--- config.mk ---
export PLATFORM = sky130hd
export DESIGN_NAME = usb_bus_arb
export DESIGN_NICKNAME = d
export VERILOG_FILES = /design/src/rtl/usb_bus_arb_pkg.sv /design/src/rtl/usb_bus_arb.sv
export SDC_FILE = /design/constraint.sdc
export NUM_CORES = 1
export LEC_CHECK = 0
export ABC_AREA = 1
export CORE_UTILIZATION = 23
export DETAILED_ROUTE_END_ITERATION = 7
export HOLD_SLACK_MARGIN = 0.03
export PLACE_DENSITY_LB_ADDON = 0.15
export SYNTH_ARGS = -nofsm -noshare
export SYNTH_HDL_FRONTEND = slang
export SYNTH_SLANG_ARGS = --single-unit
--- constraint.sdc ---
create_clock -name clk -period 1.75 [get_ports clk]
set_input_delay 0.4375 -clock clk [delete_from_list [all_inputs] [get_ports clk]]
set_output_delay 0.4375 -clock clk [all_outputs]
set_load 0.01 [all_outputs]
--- src/rtl/usb_bus_arb_pkg.sv ---
// Shared constants for the two-master USB core bus arbiter: bus widths,
// watchdog counter width and the arbiter state encoding.
package usb_bus_arb_pkg;

  localparam int ADDR_W = 12;
  localparam int DATA_W = 16;
  localparam int CNT_W  = 8;

  typedef enum logic [1:0] {
    ST_IDLE    = 2'd0,
    ST_GRANT0  = 2'd1,
    ST_GRANT1  = 2'd2,
    ST_RELEASE = 2'd3
  } state_e;

endpackage

--- src/rtl/usb_bus_arb.sv ---
// Two-master arbiter in front of the USB core bus (round-robin or fixed priority).
// Optional slave-ack watchdog is compiled in with macro USB_BUS_ARB_TIMEOUT_EN.
module usb_bus_arb
  import usb_bus_arb_pkg::*;
#(
  parameter int ROUND_ROBIN = 1,
  parameter int TIMEOUT     = 255
) (
  input  logic              clk,
  input  logic              rst,
  input  logic [ADDR_W-1:0] m0_addr,
  input  logic [DATA_W-1:0] m0_wdata,
  input  logic              m0_we,
  input  logic              m0_cyc,
  output logic [DATA_W-1:0] m0_rdata,
  output logic              m0_ack,
  output logic              m0_err,
  input  logic [ADDR_W-1:0] m1_addr,
  input  logic [DATA_W-1:0] m1_wdata,
  input  logic              m1_we,
  input  logic              m1_cyc,
  output logic [DATA_W-1:0] m1_rdata,
  output logic              m1_ack,
  output logic              m1_err,
  output logic [ADDR_W-1:0] s_addr,
  output logic [DATA_W-1:0] s_wdata,
  output logic              s_we,
  output logic              s_cyc,
  input  logic [DATA_W-1:0] s_rdata,
  input  logic              s_ack
);

  localparam logic [CNT_W-1:0] TMO_LAST = CNT_W'(TIMEOUT - 1);

  state_e state_q;
  logic   last_q;       // 1 = master 1 held the bus most recently
  logic   in_grant;
  logic   own_cyc;
  logic   grant_done;
  logic   pick1;
  logic   tmo_hit;

`ifdef USB_BUS_ARB_TIMEOUT_EN
  localparam logic [CNT_W-1:0] CNT_ONE = CNT_W'(1);
  logic [CNT_W-1:0] wd_cnt_q;

  assign tmo_hit = in_grant && own_cyc && !s_ack && (wd_cnt_q == TMO_LAST);
`else
  logic unused_tmo_cfg;

  assign unused_tmo_cfg = ^TMO_LAST;
  assign tmo_hit        = 1'b0;
`endif

  always_comb begin
    in_grant   = (state_q == ST_GRANT0) || (state_q == ST_GRANT1);
    own_cyc    = (state_q == ST_GRANT1) ? m1_cyc : m0_cyc;
    grant_done = in_grant && (s_ack || !own_cyc || tmo_hit);
    // On contention master 1 wins only in round-robin mode after master 0 had the bus.
    pick1      = m1_cyc && (!m0_cyc || ((ROUND_ROBIN != 0) && !last_q));
  end

  always_ff @(posedge clk or posedge rst) begin
    if (rst) begin
      state_q  <= ST_IDLE;
      last_q   <= 1'b1;
`ifdef USB_BUS_ARB_TIMEOUT_EN
      wd_cnt_q <= '0;
`endif
    end else begin
      case (state_q)
        ST_IDLE: begin
          if (m0_cyc || m1_cyc) begin
            state_q <= pick1 ? ST_GRANT1 : ST_GRANT0;
            last_q  <= pick1;
          end
        end
        ST_GRANT0, ST_GRANT1: begin
          if (grant_done) state_q <= ST_RELEASE;
        end
        default: state_q <= ST_IDLE;
      endcase
`ifdef USB_BUS_ARB_TIMEOUT_EN
      if (state_q == ST_IDLE) begin
        wd_cnt_q <= '0;
      end else if (in_grant && !s_ack) begin
        wd_cnt_q <= wd_cnt_q + CNT_ONE;
      end
`endif
    end
  end

  // Bus path is a pure decode of the registered state so reset clears it at once.
  always_comb begin
    s_cyc    = 1'b0;
    s_addr   = '0;
    s_wdata  = '0;
    s_we     = 1'b0;
    m0_ack   = 1'b0;
    m0_err   = 1'b0;
    m0_rdata = '0;
    m1_ack   = 1'b0;
    m1_err   = 1'b0;
    m1_rdata = '0;
    case (state_q)
      ST_GRANT0: begin
        s_cyc    = m0_cyc && !tmo_hit;
        s_addr   = m0_addr;
        s_wdata  = m0_wdata;
        s_we     = m0_we;
        m0_ack   = m0_cyc && (s_ack || tmo_hit);
        m0_err   = tmo_hit;
        m0_rdata = (m0_cyc && s_ack) ? s_rdata : '0;
      end
      ST_GRANT1: begin
        s_cyc    = m1_cyc && !tmo_hit;
        s_addr   = m1_addr;
        s_wdata  = m1_wdata;
        s_we     = m1_we;
        m1_ack   = m1_cyc && (s_ack || tmo_hit);
        m1_err   = tmo_hit;
        m1_rdata = (m1_cyc && s_ack) ? s_rdata : '0;
      end
      default: ;
    endcase
  end

endmodule

==> impl_metrics.csv, run 1 <==
group,metric,value,unit
status,result_of_the_run,"complete, but fails checks",
status,violated_checks,"negative setup slack",
cells_and_area,nFillCells,325,
global_route,grt_remaining_overflow,0,
synth,post_synth_cell_types,17,
synth,synth.largest_area_cell,"nand2_1",
global_route,grt_pass1_vias,1548,
floorplanning,core_area,3800,sq um
synth,post_synth_edffs,0,
setup_path,regToRegEndpoint,"state_q[0]$_DFFE_PP0P_",
run,max-cap-violations,0,
detailed_routing,drc,0,
setup_path,worst_ep_required,1.31,ns
detailed_routing,first_iter_violations,56,
synth,cells_after_synth,191,
synth,synth_top_area_share,29.6,%
detailed_routing,route.vias.total,1763,
sta,slew_violations,0,
synth,async_reset_ff_share,100,%
synth,synth.top_cells.by_area,"nand2_1 30%, a21oi_1 16%, nor2_1 14%",
sta,final-setup-viol-count,64,
cells_and_area,nets,430,
cells_and_area,final_cell_count_no_fill,393,
sta,hold_violations,0,
global_route,grt_antenna_before_repair,0,
synth,ys_ff_latch,3,
synth,synth.yosys.warnings,0,
cells_and_area,insertedDiodeCount,0,
power,switchingPower,1.69,mW
sta,rsz0062_at_grt,"true",
power,power_density,1260,nW/um^2
sta,hold_ws,0.395,ns
power,internal_power,1.76,mW
power,clkPwrFrac,5.8,%
detailed_routing,wl,5.06,mm
cells_and_area,area_delta_synth_final,191,%
floorplanning,io-pin-count,145,
setup_path,worst-r2r-setup-slack,0.30,ns
clocking,cts_tree,"built",
setup_path,setup.worst_path.start_class,"register",
setup_path,critical_path.max_stage_delay,0.38,ns
power,p_leak,1.31,nW
clocking,number_of_sinks_driven_by_the_clock_tree,3,
place,placed_cells,382,
setup_path,startpoint,"state_q[1]$_DFFE_PP0P_",
sta,layout_worst_path_cycle_share,107,%
synth,synth.most_common_cell,"nand2_1",
power,netSwitchingFraction,49.0,%
setup_path,worst-path-max-fanout,20,
floorplanning,dieHeight,65.9,um
global_route,grt_pass1_wl,6.93,mm
detailed_routing,wl_per_cell,12.9,um
clocking,worstSkewPairLatency,0.22,ns
synth,synth_area_per_cell,4.91,sq um
global_route,grt_max_degree,22,
sta,finalSetupTns,-4.72,ns
sta,fin_worst_skew,0.00223,ns
sta,timing.fmax,532,MHz
detailed_routing,final_antenna_net_count,0,
clocking,clk_pin_slew,0.03,ns
synth,synth_seq_area_share,8.13,%
setup_path,worst_r2r_startpoint,"state_q[1]$_DFFE_PP0P_",
cells_and_area,postLayoutCoreUtil,71.8,%
place,dp_hpwl,3.44,mm
floorplanning,fp.dieArea,4340,sq um
detailed_routing,drt_first_pass_iters,4,
place,place.gp.congestion,0.793,
cells_and_area,final_layout_size_suffix_gt1_share,42.0,%
sta,worst_slack,-0.130,ns
global_route,grt_overall_usage,20.3,%
floorplanning,std_cell_rows,22,
place,port_buffers,142,
synth,netlist_top_cells_count,"74 x nand2_1, 34 x nor2_1, 30 x a21oi_1, 24 x inv_1",
clocking,cts-root-to-sink-buffers,2,
floorplanning,die-width,65.9,um
power,vdd.ir_drop.worst,1.32,mV
detailed_routing,route.detailed.vias_per_inst,4.49,
floorplanning,start_util,24.7,%
sta,layout_min_cycle_time,1.88,ns
clocking,clock_tree.htree_level_count,1,
synth,mapped_cell_area,938,sq um
setup_path,worst-setup-path-type,"reg -> out",
setup_path,timing.critical_path.cells,"inv_2, ha_4, buf_12, nand2_1, a21oi_4, buf_6",
setup_path,worst_r2r_path_depth,9,
clocking,clock_tree.root_cell,"clkbuf_8",
setup_path,critical_path_arrival,1.44,ns
power,pwr-share-comb,90.2,%
setup_path,worstSetupEndpointType,"output pin",
worst_hold_path,holdCritPathClass,"in -> async",
clocking,cts_made_buffers,3,
setup_path,timing.critical_path.slowest_stage_cell,"dfrtp_1",
setup_path,worst_setup_path_end,"s_cyc",
power,seq_power_share,4.0,%
synth,synthFlopType,"dfrtp_1",
==> power groups by stage <==
stage	Sequential, mW	Combinational [mW]	Clock, mW
3_5_place_dp	0.143	2.61	0
4_1_cts	0.138	2.80	0.207
5_1_grt	0.143	3.34	0.213
2_1_floorplan	0.144	1.23	0
6_report	0.139	3.11	0.200
3_3_place_gp	0.141	2.59	0
==> state kept, by name (all words and copies together) (netlist names) <==
name	count
state_q	2
last_q	1
==> logic make-up after synthesis <==
| logic type | share of synthesized area, % |
|---|---|
| and+or+nand+nor | 45.9 |
| adders and majority gates | 6.67 |
| AOI/OAI and AO/OA | 18.7 |
| buffers and inverters | 20.3 |
| DFF | 8.13 |
| other | 0.400 |
==> how the worst min path moves through the flow <==
stage / end / cells after the start / startpoint / slack (ns)
floorplan: state_q[0]$_DFFE_PP0P_ / 1 / rst / 0.19
global placement: last_q$_DFFE_PP1P_ / 1 / last_q$_DFFE_PP1P_ / 0.54
finish: state_q[0]$_DFFE_PP0P_ / 2 / rst / 0.39
CTS: state_q[0]$_DFFE_PP0P_ / 2 / rst / 0.39
detailed placement: last_q$_DFFE_PP1P_ / 1 / last_q$_DFFE_PP1P_ / 0.54
global route: state_q[0]$_DFFE_PP0P_ / 2 / rst / 0.42
==> worst max-delay path, delay by kind of cell (launching register included) <==
family	cells	cell delay, ns
AND/OR/NAND/NOR	1	0.10
adder cells (fa/ha/maj)	1	0.20
AO/OA/AOI/OAI	1	0.16
flip-flops	1	0.38
buffers and inverters	3	0.39
==> layer usage <==
layer  routed length, um  track usage, %  share of wire [%]  up-vias
met5                   0               0                  0        -
met1                1840            21.2                 36      786
met4                  78            4.89                1.5        0
met3                 420            3.45                8.3        8
li1                    -               -                  -      882
met2                2730            40.8                 54       87
==> layout make-up <==
class	count	area, sq um	share of cell area (%)
Timing Repair Buffer	162	1500	55.0
Multi-Input combinational cell	152	945	34.6
Inverter	24	100	3.67
Sequential cell	3	76.3	2.80
Tap cell	48	60.1	2.20
Clock buffer	4	45.0	1.65
==> what timing repair did <==
item	CTS	global route
buffers inserted	3	0
hold buffers	0	0
resized for setup	289	67
setup endpoints to repair	64	64
pin swaps	1	2
gates cloned	1	3
==> stage by stage <==
step	worst slack (ns)	total power, mW	instance area, sq um
4_1_cts	-0.105	3.15	2390
3_5_place_dp	-0.604	2.75	2480
3_3_place_gp	-0.603	2.73	2480
2_1_floorplan	0.0838	1.38	942
5_1_grt	-0.177	3.69	2730
6_report	-0.130	3.45	2730
==> cells in the final DEF, fill, tap and decap left out, drive strengths merged, types with 2 or more instances in the layout <==
cell / synthesis / layout
clkbuf: 0 / 7
ha: 5 / 5
o21ai: 3 / 3
nor2: 34 / 34
buf: 13 / 80
nand2: 74 / 74
inv: 24 / 23
conb: 1 / 2
nand3: 3 / 3
clkdlybuf4s50: 0 / 75
dlygate4sd2: 0 / 3
a21oi: 30 / 30
dfrtp: 2 / 2
(Power assumes the default switching activity.)
==> run 2: changes to the inputs <==
Settings changed: SLEW_MARGIN set to 15.
==> results of run 2 <==
Same layout as run 1: the final DEF is identical, and so are final timing and power.
